===== src/rtl/id_ex_reg.sv =====
// ID/EX pipeline register for the five-stage MIPS datapath.
// Also owns load-use hazard detection, bubble insertion and a saturating bubble counter.
module id_ex_reg #(
    parameter int DW = 32,
    parameter int CW = 16
) (
    input  logic          clk,
    input  logic          rst_n,
    input  logic [1:0]    id_wb,
    input  logic [2:0]    id_m,
    input  logic [4:0]    id_ex,
    input  logic [DW-1:0] id_pc4,
    input  logic [DW-1:0] id_rd1,
    input  logic [DW-1:0] id_rd2,
    input  logic [DW-1:0] id_imm,
    input  logic [4:0]    id_rs,
    input  logic [4:0]    id_rt,
    input  logic [4:0]    id_rd,
    input  logic          id_uses_rt,
    input  logic          flush_i,
    input  logic          stall_i,
    output logic [1:0]    ex_wb,
    output logic [2:0]    ex_m,
    output logic [4:0]    ex_ex,
    output logic [DW-1:0] ex_pc4,
    output logic [DW-1:0] ex_rd1,
    output logic [DW-1:0] ex_rd2,
    output logic [DW-1:0] ex_imm,
    output logic [4:0]    ex_rs,
    output logic [4:0]    ex_rt,
    output logic [4:0]    ex_rd,
    output logic          ex_valid,
    output logic          stall_o,
    output logic [CW-1:0] bubble_cnt
);

    localparam logic [CW-1:0] CNT_MAX = '1;

    logic hzd;
    logic rt_match;
    logic take_bubble;

    // A load in EX whose nonzero destination is read by the instruction in ID.
    assign rt_match    = id_uses_rt && (ex_rt == id_rt);
    assign hzd         = ex_valid && ex_m[1] && (ex_rt != 5'd0) && ((ex_rt == id_rs) || rt_match);
    assign stall_o     = hzd;
    assign take_bubble = flush_i || hzd;

    always_ff @(posedge clk) begin
        if (!rst_n) begin
            ex_wb    <= '0;
            ex_m     <= '0;
            ex_ex    <= '0;
            ex_valid <= 1'b0;
        end else if (flush_i || !stall_i) begin
            // Bubbles carry zero control so nothing downstream can write state.
            if (take_bubble) begin
                ex_wb    <= '0;
                ex_m     <= '0;
                ex_ex    <= '0;
                ex_valid <= 1'b0;
            end else begin
                ex_wb    <= id_wb;
                ex_m     <= id_m;
                ex_ex    <= id_ex;
                ex_valid <= 1'b1;
            end
        end
    end

    always_ff @(posedge clk) begin
        if (!rst_n) begin
            ex_pc4 <= '0;
            ex_rd1 <= '0;
            ex_rd2 <= '0;
            ex_imm <= '0;
            ex_rs  <= '0;
            ex_rt  <= '0;
            ex_rd  <= '0;
        end else if (flush_i || !stall_i) begin
            ex_pc4 <= id_pc4;
            ex_rd1 <= id_rd1;
            ex_rd2 <= id_rd2;
            ex_imm <= id_imm;
            ex_rs  <= id_rs;
            ex_rt  <= id_rt;
            ex_rd  <= id_rd;
        end
    end

    // Only hazard bubbles count; flushes win over a hazard and stalls suppress it.
    always_ff @(posedge clk) begin
        if (!rst_n) begin
            bubble_cnt <= '0;
        end else if (!flush_i && !stall_i && hzd && (bubble_cnt != CNT_MAX)) begin
            bubble_cnt <= bubble_cnt + 1'b1;
        end
    end

endmodule


===== config.mk =====
export PLATFORM = sky130hd
export DESIGN_NAME = id_ex_reg
export DESIGN_NICKNAME = d
export VERILOG_FILES = /design/src/rtl/id_ex_reg.sv
export SDC_FILE = /design/constraint.sdc
export NUM_CORES = 1
export LEC_CHECK = 0
export ABC_AREA = 0
export BUFFER_PORTS_ARGS = -buffer_cell sky130_fd_sc_hd__buf_2
export CORE_AREA = 3 3 126 128
export CTS_CLUSTER_DIAMETER = 120
export DETAILED_ROUTE_END_ITERATION = 8
export DIE_AREA = 0 0 129 131
export PLACE_DENSITY_LB_ADDON = 0.25
export RECOVER_POWER = 100
export SLEW_MARGIN = 10
export SYNTH_ARGS = -nofsm -noshare
export SYNTH_HDL_FRONTEND = slang
export SYNTH_SLANG_ARGS = --single-unit

===== constraint.sdc =====
create_clock -name clk -period 5.3 [get_ports clk]
set_input_delay 1.06 -clock clk [delete_from_list [all_inputs] [get_ports clk]]
set_output_delay 1.06 -clock clk [all_outputs]
set_load 0.02 [all_outputs]

Yosys cells after proc, flatten, opt, wreduce, memory -nomap -nowiden
Index checks and enable logic that the tools add are counted.

Output and inout port bits: 171. Word-level logic and storage cells: 33. Flip-flop bits (word level): 170.

Add/sub/neg operators: 1. Eq/ne operators: 3. Reductions and logical operators: 13. Multiplexer cells: 4.

Operator list (number): adder 16 x 1 -> 16 bit (second input constant) (1); != test 16 bit (second input constant) (1); equality test 5 bit (2); logical AND 1 bit (7); two-way mux 5 bit (1); nonzero test 5 bit (1); logical OR 1 bit (3); two-way mux 3 bit (1); logical NOT 1 bit (2); two-way mux 2 bit (1); two-way mux 1 bit (1).

Longest topological paths before layout
Gate-level depths: netlist (run 1).

Depth in word-level cells: 6. Mapped depth: 8. Depth with buffers taken out: 6.

Least setup slack after synthesis (run 1)
No wires, ideal clock.

Path kind: input to output. Start: input id_rt[2]. End: output stall_o. Path slack: 1.939 ns. Path buffers: 2. Arrival: 2.301 ns. Data required time: 4.240 ns. Stages: 6. Cells stage by stage: xor2_1 > nor4_2 > a32oi_2 > buf_6 > buf_2 > nor2_1.

Word-level cells in the longest chain between the ends: 4.

Ends and longest elaborated chain: from (decl) (RTL line 17) `input logic [4:0] id_rt,`; equality test 5 bit (RTL line 44) `assign rt_match = id_uses_rt && (ex_rt == id_rt);`; logical AND 1 bit (RTL line 44); logical OR 1 bit (RTL line 45) `assign hzd = ex_valid && ex_m[1] && (ex_rt != 5'd0) && ((ex_rt == id_rs) || rt_match);`; logical AND 1 bit (RTL line 45); to (decl) (RTL line 33) `output logic stall_o,`.

Every way passes these cells.

Final worst setup path (run 1)
Same ends and word-level chain as after synthesis.

==> metrics.md, run 1 <==
| Metric | Value |
|---|---|
| Crit-path slowest cell | clkbuf_1 |
| Reg2reg end | ex_ex[4]$_SDFFE_PN0P_ |
| Post-Place Worst Slack | 1910 ps |
| Hold Path Class | register to register |
| CP cell instances | clkbuf_1 -> xor2_1 -> nor4_1 -> a32oi_2 -> clkbuf_1 -> nor2_1 -> clkbuf_1 |
| Htree depth | 4 |
| Sequential group share of total power | 46.9% |
| Via count | just over 6000 |
| Share of cells above drive strength 1 | around 18% |
| Status | finished, violations left |
| Sw frac | between 20% and 30% |
| Syn_area_per_cell | just over 8 um^2 |
| Dpl hpwl | about 13000 um |
| Count leader, synth | nand2_1 |
| Post-synth EDFFs | 0 |
| Leading area contributor after synthesis | dfxtp_1 |
| Hold Fails Final Rpt | 0 |
| Post-CTS Resized | 0 |
| Final Non-Filler Cells | about 1300 |
| Max incr delay on CP | about 990 ps |
| Worst Path Max Fanout | 34 |
| Initial antenna violation count | 0 |
| WL per Instance | approximately 15 um |
| Setup ws final | ~1200 ps |
| Num Clock Sinks | between 150 and 200 |
| Die W | between 100 and 150 um |
| Clock power share | 41.0% |
| YS warnings | 0 |
| Post-CTS Setup Inserts | 0 |
| Post-route cell area | roughly 8300 um^2 |
| Worst-case reg-to-reg path depth | 6 |
| WP data arrival | 3040 ps |
| Overflow after GRT | 0 |
| Final Skew | about 11 ps |
| Remaining antenna violation count after routing | 0 |
| Setup CP Type | primary input to output port |
| CTS Root Buffer Type | clkbuf_16 |
| Final period util | between 70% and 80% |
| DP Cell Count | about 1200 |
| Power per Cell Area | 357 nW/um^2 |
| Post-synthesis sequential area ratio | between 50% and 60% |
| First-pass GRT wire length | about 28000 um |
| Ys async rst share | 0% |
| RePlAce Congestion | approximately 0.82 |
| Peak supply drop | between 0.00015 and 0.0002 V |
| Worst Hold End | ex_imm[1]$_SDFFE_PN0P_ |
| Slew Limit Headroom | -73.7% |
| CP required | between 4000 and 5000 ps |
| Setup crit start kind | primary input |
| Post-synth top cells | 292 x nand2_1, 170 x dfxtp_1, 155 x a21oi_1 |
| IO buf count | between 300 and 400 |
| CTS clk-pin slew, worst paths | 60 ps |
| Synth unique cells | 39 |
| Worst Path Buf+Inv | 3 |
| CP delay by family, top | buffers and inverters |
| Failing checks | max-capacitance violations, max-slew violations |
| Aggregate global-route resource usage | 20.3% |
| Hold path depth | 2 |
| Ant diodes | 0 |
| Final wirelength | between 15000 and 20000 um |
| Area delta synth->final | 32.6% |
| DR iter-0 viols | between 400 and 500 |
| Post-synthesis cell area | around 6200 um^2 |
| # setup viols final | 0 |
| Vias in the first global route | approximately 5400 |
| Clock tree buffer depth | 2 |
| Die H | roughly 130 um |
| Final Power | slightly below 3 mW |
| Max Cap Viol | 1 |
| Core area | 15000 um^2 |
| Seq cells post-synth | 170 |
| Leak | 3.51 nW |
| Most used DFF post-synth | dfxtp_1 |
| Slew @ Worst Pin | 2610 ps |
| Area post-placement | 7940 um^2 |
| Combinational Power Share | 12.1% |
| Switching pwr | 0.795 mW |
| Setup slack, reg-to-reg | about 2600 ps |
| Largest net degree at the start of global routing | between 80 and 90 |
| I/O pin cnt | around 330 |
| Fmax | roughly 240 MHz |
| Net count, final | between 1000 and 1500 |
| Net count after synthesis | 930 |
| Initial core utilization | between 40% and 50% |
| Total CTS buffers | 17 |
| Reg-to-Reg Start | ex_rt[4]$_SDFFE_PN0P_ |
| DRC viols | 0 |
| Endpoint class of the critical path | output port |
| Avg Vias per Cell | 4.89 |
| Crit path time final | ~4000 ps |
| Die ar. | between 15000 and 20000 um^2 |
| P_int | roughly 2.2 mW |
| Syn Inst Count | 771 |
| Max Transition Viols Final | 85 |
| RSZ-0062 raised after global routing | false |
| Ranking of synthesized cells by area | dfxtp_1 54%, nand2_1 18%, a21oi_1 12%, clkbuf_1 3.0%, or4_1 1.6% |
| Post-Route Setup TNS | 0 ps |
| Worst hold start | ex_imm[1]$_SDFFE_PN0P_ |
| First drt pass iteration count | 5 |
| CTS tree | built |
| Most used cell, CP | clkbuf_1 |
| Yosys top cell area share | ~54% |
| Site row count | 45 |
| Clock latency on the worst-skew pair | ~420 ps |
| CTS hold repair buffers | 0 |
-- cell families after synthesis --
group           count (synthesis)  synth area share [%]
compound gates                187                  16.9
simple gates                  343                  23.0
fa+ha+maj                       1                 0.200
xor+xnor                       10                  1.40
flops                         170                  54.5
buf+inv                        60                  4.04
-- sequential cells by signal (all words and copies together), names as in the netlist, 3 cells and up --
register and cells:
ex_rt 5, ex_rd1 32, ex_ex 5, ex_rd2 32, ex_imm 32, ex_pc4 32
ex_rd 5, ex_rs 5, ex_m 3, bubble_cnt 16
-- tightest hold or removal path, stage by stage, from the launching register on --
cell and delay [ps]:
dfxtp_1 310, nand2_1 50, a21oi_1 50
-- worst max-delay path by stage --
stage,end,startpoint,depth (start not counted)
6_report,stall_o,id_rt[2],7
5_1_grt,stall_o,id_rt[2],7
4_1_cts,stall_o,id_rt[2],7
3_5_place_dp,stall_o,id_rt[2],7
3_3_place_gp,stall_o,id_rt[2],7
2_1_floorplan,stall_o,id_rt[2],6
-- per-stage QoR --
step	hold WS [ps]	utilization [%]
CTS	449	56.9
detailed placement	440	53.0
global route	462	55.3
finish	449	55.3
global placement	434	53.0
floorplan	530	-
-- per-layer routing --
metal | GRT usage [%] | routed length, um
met4 | 7.29 | 300
met1 | 25.5 | 7730
met2 | 32.4 | 8690
met5 | 0 | 0
met3 | 7.15 | 1750
-- area by class of cell --
cell class | instances | area (um^2)
Fill cell | 1517 | 6690
Sequential cell | 170 | 3400
Multi-Input combinational cell | 541 | 2600
Timing Repair Buffer | 333 | 1460
Clock buffer | 21 | 470
Tap cell | 188 | 235
Clock inverter | 11 | 111
Inverter | 2 | 7.51
-- power by group through the flow --
stage | logic (mW) | registers, mW | clock network (mW)
floorplan | 0.129 | 1.50 | 0
global placement | 0.379 | 1.41 | 0
detailed placement | 0.380 | 1.41 | 0
CTS | 0.381 | 1.38 | 1.24
global route | 0.395 | 1.39 | 1.30
finish | 0.358 | 1.39 | 1.21
-- placed cells by master (no fill, tap or decap), types with 7 or more instances in the layout --
| cell | netlist | final |
|---|---|---|
| clkbuf_1 | 50 | 176 |
| clkbuf_16 | 0 | 17 |
| a21oi_1 | 155 | 155 |
| a22o_1 | 10 | 10 |
| buf_2 | 4 | 154 |
| nand2_1 | 292 | 292 |
| nor2_1 | 7 | 7 |
| o31ai_1 | 10 | 10 |
| nand4_1 | 8 | 8 |
| xor2_1 | 9 | 9 |
| or4_1 | 13 | 13 |
| dfxtp_1 | 170 | 170 |
Power figures use the tool's default switching activity.
==> run 2: changes to the inputs <==
Settings changed: CORE_AREA 3 3 126 128 to unset, CORE_MARGIN set to 3, CORE_UTILIZATION set to 41, DIE_AREA 0 0 129 131 to unset.
Clock period 5.3 ns to 3.68 ns, I/O delays scaled along.
==> run 2 against run 1 <==
Clock-buffer cell count unchanged. Clock skew down 3.2 ps. The run now ends clean. Die area down 0.84%. Critical path depth down 3.
==> metrics.md, run 2 (synthesis gave the netlist of run 1 again) <==
| Metric | Value |
|---|---|
| Worst Path Max Fanout | 8 (was 34) |
| Status | finished clean (was finished, violations left) |
| WL per Instance | 14.8 um (was 14.6 um) |
| Dpl hpwl | 12700 um (was 12800 um) |
| Final Power | 4.32 mW (was 2.95 mW) |
| Total CTS buffers | 17 (unchanged) |
| WP data arrival | 2100 ps (was 3040 ps) |
| GR peak layer | met2 (unchanged) |
| DRC viols | 0 (unchanged) |
| Initial antenna violation count | 1 (was 0) |
| Endpoint class of the critical path | output port (unchanged) |
| IO buf count | 328 (unchanged) |
| Worst-case reg-to-reg path depth | 6 (unchanged) |
| Net count, final | 1224 (unchanged) |
| CTS clk-pin slew, worst paths | 60 ps (about the same) |
| Clock latency on the worst-skew pair | 410 ps (was 420 ps) |
| Post-Route Setup TNS | 0 ps (unchanged) |
| Fmax | about 350 MHz |
| Area delta synth->final | 33.0% (was 32.6%) |
| Max Transition Viols Final | 0 (was 85) |
| Vias in the first global route | 5640 (was 5408) |
| Via count | 6200 (was 6190) |
| CP required | 2940 ps (was 4240 ps) |
| Footprint of the multi-input gates | 2570 um^2 (was 2600 um^2) |
| Overflow after GRT | 0 (unchanged) |
| RePlAce Congestion | 0.872 (was 0.825) |
| Core area | 14700 um^2 (was 15000 um^2) |
| Largest net degree at the start of global routing | 156 (was 85) |
| Final wirelength | 18600 um (was 18500 um) |
| Peak supply drop | 0.000278 V (was 0.000190 V) |
| Share of cells above drive strength 1 | 17.9% (was 18.1%) |
| Post-CTS Resized | 0 (unchanged) |
| Avg Vias per Cell | 4.92 (was 4.89) |
| RSZ-0062 raised after global routing | false (unchanged) |
| Hold Path Class | register to register (unchanged) |
| Final period util | approximately 77% |
| Leak | 3.53 nW (was 3.51 nW) |
| I/O pin cnt | 329 (unchanged) |
| Crit path time final | between 2000 and 3000 ps |
| Post-route cell area | 8310 um^2 (was 8290 um^2) |
| DR iter-0 viols | 450 (was 412) |
| # setup viols final | 0 (unchanged) |
| Setup CP Type | register to output port (was primary input to output port) |
| Reg-to-Reg Start | ex_rt[2]$_SDFFE_PN0P_ (was ex_rt[4]$_SDFFE_PN0P_) |
| Area post-placement | 7980 um^2 (was 7940 um^2) |
| Die H | 129 um (was 131 um) |
| Met2 GRT Util | 34.5% (was 32.4%) |
| Met1 usage | 25.0% (was 25.5%) |
| Hold Fails Final Rpt | 0 (unchanged) |
| Post-Place Worst Slack | 1180 ps (was 1910 ps) |
| CTS hold repair buffers | 0 (unchanged) |
| Reg area | 3400 um^2 (unchanged) |
| Htree depth | 4 (unchanged) |
| DP Cell Count | 1230 (was 1234) |
| Final Non-Filler Cells | 1261 (was 1266) |
| Leading cell type in the layout, fill and taps excluded | nand2_1 (unchanged) |
| Remaining antenna violation count after routing | 0 (unchanged) |
| Critical Path End | stall_o (unchanged) |
| Num Clock Sinks | 170 (unchanged) |
| Final Skew | 7.40 ps (was 10.6 ps) |
| Die ar. | 16800 um^2 (was 16900 um^2) |
| GR Layer Usage met3 | 8.16% (was 7.15%) |
| Clock tree buffer depth | 2 (unchanged) |
| First drt pass iteration count | 4 (was 5) |
| Most frequent cells in the layout | 292 x nand2_1, 174 x clkbuf_1, 170 x dfxtp_1 (was 292 x nand2_1, 176 x clkbuf_1, 170 x dfxtp_1) |
| Aggregate global-route resource usage | 21.0% (was 20.3%) |
| Setup crit start kind | register (was primary input) |
| Worst Setup SP | ex_rt[0]$_SDFFE_PN0P_ (was id_rt[2]) |
| Power per Cell Area | 520 nW/um^2 (was 357 nW/um^2) |
| Slew Limit Headroom | 17.4% (was -73.7%) |
| Hold_ws | 448 ps (was 449 ps) |
| Reg2reg end | ex_ex[1]$_SDFFE_PN0P_ (was ex_ex[4]$_SDFFE_PN0P_) |
| Slew @ Worst Pin | 1240 ps (was 2610 ps) |
| Initial core utilization | 42.5% (was 41.7%) |
| Die W | 129 um (about the same) |
| Site row count | 44 (was 45) |
| First-pass GRT wire length | 28400 um (was 27600 um) |
| CTS Root Buffer Type | clkbuf_16 (unchanged) |
| Max Cap Viol | 0 (was 1) |
| CTS tree | built (unchanged) |
| Setup ws final | 840 ps (was 1200 ps) |
| Setup slack, reg-to-reg | 970 ps (was 2550 ps) |
| Post-CTS Setup Inserts | 0 (unchanged) |
| Layout fillers | 1507 (was 1517) |
| Post-Route Utilization | 56.5% (was 55.3%) |
run 2: cell count changes in the layout (fill, tap and decap cells not counted), sizes merged:
cell | before | now
clkinv | 2 | 3
buf | 158 | 160
clkbuf | 196 | 194
bufinv | 1 | 3
clkinvlp | 4 | 2
inv | 6 | 3
diode | 0 | 1
run 2: final cells by class:
type                    count  share of cell area [%]
diodes                      1                  0.0301
clock buffers              21                    5.54
clock inverters             9                    1.69
inverters                   2                   0.120
multi-input cells         541                    30.9
flip-flops and latches    170                    41.0
well taps                 184                    2.77
repair buffers            333                    18.0
run 2: per-layer routing:
layer | vias to the layer above | part of all wire, % | wire length [um]
met5 | - | 0 | 0
met4 | 0 | 2.4 | 452
met3 | 32 | 9.7 | 1800
met2 | 252 | 47 | 8840
met1 | 2759 | 40 | 7520
li1 | 3157 | - | -
run 2: how the worst min path moves through the flow:
stage	slack [ps]	start	endpoint	depth (start not counted)
after CTS	450	ex_pc4[2]$_SDFFE_PN0P_	ex_pc4[2]$_SDFFE_PN0P_	2
after global routing	460	ex_pc4[23]$_SDFFE_PN0P_	ex_pc4[23]$_SDFFE_PN0P_	2
after global placement	430	ex_imm[9]$_SDFFE_PN0P_	ex_imm[9]$_SDFFE_PN0P_	2
final	450	ex_rd2[20]$_SDFFE_PN0P_	ex_rd2[20]$_SDFFE_PN0P_	2
after detailed placement	440	ex_pc4[2]$_SDFFE_PN0P_	ex_pc4[2]$_SDFFE_PN0P_	2
after floorplan	530	ex_imm[0]$_SDFFE_PN0P_	ex_imm[0]$_SDFFE_PN0P_	2
run 2: report_power, final:
group | total (mW) | internal, mW | leakage [nW] | switching (mW)
registers | 2.00 | 1.94 | 1.40 | 0.0536
logic | 0.516 | 0.172 | 1.83 | 0.345
clock network | 1.81 | 1.10 | 0.286 | 0.708
total | 4.32 | 3.22 | 3.53 | 1.11
run 2: worst max-delay path, cell delays in order (launching register included):
cell	delay, ps
dfxtp_1	370
or4_4	550
o211ai_1	520
nor2_1	70
buf_2	180
==> run 3: changes to the inputs <==
Settings changed: CORE_AREA set to 3 3 126 128, CORE_MARGIN 3 to unset, CORE_UTILIZATION 41 to unset, DIE_AREA set to 0 0 129 131.
Clock period 3.68 ns to 2.8 ns, I/O delays scaled along.
==> run 3 against run 2 <==
Flip-flop and latch count is the same. Clock skew barely moved. Utilization fell by 0.44 points. Critical path type unchanged.
==> metrics.md, run 3 (synthesis gave the netlist of run 1 again) <==
| Metric | Value |
|---|---|
| Status | finished clean (unchanged) |
| CP required | 2240 ps (was 2940 ps) |
| # setup viols final | 0 (unchanged) |
| Total CTS buffers | 17 (unchanged) |
| Hold_ws | 357 ps (was 448 ps) |
| Reg2reg end | bubble_cnt[11]$_SDFFE_PN0P_ (was ex_ex[1]$_SDFFE_PN0P_) |
| Final Non-Filler Cells | 1271 (was 1261) |
| Post-Route Setup TNS | 0 ps (unchanged) |
| Setup CP Type | register to output port (unchanged) |
| Hold Fails Final Rpt | 0 (unchanged) |
| Via count | 6300 (was 6200) |
| Setup ws final | 303 ps (was 840 ps) |
| Die W | 129 um (about the same) |
| DP Cell Count | 1239 (was 1230) |
| RePlAce Congestion | 0.779 (was 0.872) |
| Max incr delay on CP | 550 ps (about the same) |
| Worst Setup SP | ex_rt[0]$_SDFFE_PN0P_ (unchanged) |
| Num Clock Sinks | 170 (unchanged) |
| Area post-placement | 8050 um^2 (was 7980 um^2) |
| Remaining antenna violation count after routing | 0 (unchanged) |
| Crit path time final | ~2500 ps |
| Leak | 3.56 nW (was 3.53 nW) |
| Overflow after GRT | 0 (unchanged) |
| Crit-path slowest cell | or4_4 (unchanged) |
| Reg-to-Reg Start | ex_rt[3]$_SDFFE_PN0P_ (was ex_rt[2]$_SDFFE_PN0P_) |
| Post-Place Worst Slack | 444 ps (was 1180 ps) |
| First drt pass iteration count | 5 (was 4) |
| First-pass GRT wire length | 27800 um (was 28400 um) |
| Post-CTS Setup Inserts | 0 (unchanged) |
| CTS Root Buffer Type | clkbuf_16 (unchanged) |
| DRC viols | 0 (unchanged) |
| Max Cap Viol | 0 (unchanged) |
| Core area | 15000 um^2 (was 14700 um^2) |
| Site row count | 45 (was 44) |
| Share of cells above drive strength 1 | 18.6% (was 17.9%) |
| Net count, final | 1229 (was 1224) |
| Vias in the first global route | 5523 (was 5640) |
| Clock tree buffer depth | 2 (unchanged) |
| Dpl hpwl | 13200 um (was 12700 um) |
| Final period util | about nine tenths |
| Slew Limit Headroom | 22.0% (was 17.4%) |
| Post-route cell area | 8400 um^2 (was 8310 um^2) |
| Final Power | 5.78 mW (was 4.32 mW) |
| WL per Instance | 14.8 um (about the same) |
| Fmax | around 400 MHz |
| I/O pin cnt | 329 (unchanged) |
| Final wirelength | 18800 um (was 18600 um) |
| Hold Path Class | primary input to register (was register to register) |
| Htree depth | 4 (unchanged) |
| Routed metal-1 wirelength | 7590 um (was 7520 um) |
| Met2 Routed Length | 9110 um (was 8840 um) |
| Routed wl met3 | 1730 um (was 1800 um) |
| CTS clk-pin slew, worst paths | 60 ps (about the same) |
| Worst Path Max Fanout | 8 (unchanged) |
| Die ar. | 16900 um^2 (was 16800 um^2) |
| Area delta synth->final | 34.5% (was 33.0%) |
| Die H | 131 um (was 129 um) |
| Leading cell type in the layout, fill and taps excluded | nand2_1 (unchanged) |
| Most frequent cells in the layout | 292 x nand2_1, 174 x clkbuf_1, 170 x dfxtp_1 (unchanged) |
| Setup slack, reg-to-reg | 340 ps (was 970 ps) |
| Ant diodes | 0 (was 1) |
| Aggregate global-route resource usage | 20.5% (was 21.0%) |
| Initial core utilization | 41.7% (was 42.5%) |
| IO buf count | 328 (unchanged) |
| WP data arrival | 1940 ps (was 2100 ps) |
| Initial antenna violation count | 0 (was 1) |
| Final Skew | 7.50 ps (was 7.40 ps) |
| Post-CTS Resized | 0 (unchanged) |
| CTS hold repair buffers | 0 (unchanged) |
| Worst-case reg-to-reg path depth | 5 (was 6) |
| Avg Vias per Cell | 4.96 (was 4.92) |
| Largest net degree at the start of global routing | 87 (was 156) |
| Slew @ Worst Pin | 1170 ps (was 1240 ps) |
| Setup crit start kind | register (unchanged) |
| CP cell instances | or4_4 -> o211ai_2 -> nor2_1 -> buf_2 (was or4_4 -> o211ai_1 -> nor2_1 -> buf_2) |
| DR iter-0 viols | 376 (was 450) |
| Critical Path End | stall_o (unchanged) |
| Endpoint class of the critical path | output port (unchanged) |
| Top Layer Used | met4 (unchanged) |
| RSZ-0062 raised after global routing | false (unchanged) |
| Clock latency on the worst-skew pair | 420 ps (was 410 ps) |
| Max Transition Viols Final | 0 (unchanged) |
| Post-Route Utilization | 56.1% (was 56.5%) |
| Peak supply drop | 0.000374 V (was 0.000278 V) |
| Power per Cell Area | 688 nW/um^2 (was 520 nW/um^2) |
| CTS tree | built (unchanged) |
## run 3: cell count changes in the layout (fill, tap and decap cells not counted), sizes merged
| cell | change |
|---|---|
| inv | +1 |
| clkinvlp | +2 |
| buf | +3 |
| diode | -1 |
| clkbuf | +1 |
## run 3: worst max-delay path, delay by kind of cell (launching register included)
kind                   cells  cell delay [ps]
DFF                        1              360
and+or+nand+nor            2              620
AOI/OAI and AO/OA          1              370
buffers and inverters      1              170
## run 3: layout make-up
cell class / count / area (um^2)
flip-flops and latches: 170 / 3400
inverters: 2 / 10.0
repair buffers: 338 / 1550
fillers: 1505 / 6580
clock buffers: 20 / 467
well taps: 188 / 235
multi-input cells: 541 / 2570
clock inverters: 12 / 164
## run 3: worst min-delay path by stage
| stage | cells after the start | to | startpoint |
|---|---|---|---|
| 4_1_cts | 2 | ex_m[0]$_SDFFE_PN0P_ | id_m[0] |
| 2_1_floorplan | 2 | ex_imm[0]$_SDFFE_PN0P_ | ex_imm[0]$_SDFFE_PN0P_ |
| 6_report | 2 | ex_m[0]$_SDFFE_PN0P_ | id_m[0] |
| 3_3_place_gp | 2 | ex_rd1[8]$_SDFFE_PN0P_ | ex_rd1[8]$_SDFFE_PN0P_ |
| 3_5_place_dp | 2 | ex_imm[29]$_SDFFE_PN0P_ | ex_imm[29]$_SDFFE_PN0P_ |
| 5_1_grt | 2 | ex_m[0]$_SDFFE_PN0P_ | id_m[0] |
## run 3: per-layer routing
layer  vias up  GRT usage (%)
met3        30           7.03
met4         0           7.78
met5         -              0
li1       3173              -
met2       265           33.3
met1      2832           25.3
## run 3: where the power goes
part | internal, mW | switching (mW) | total (mW)
logic | 0.232 | 0.455 | 0.687
registers | 2.55 | 0.0703 | 2.62
clock network | 1.49 | 0.985 | 2.47
total | 4.27 | 1.51 | 5.78
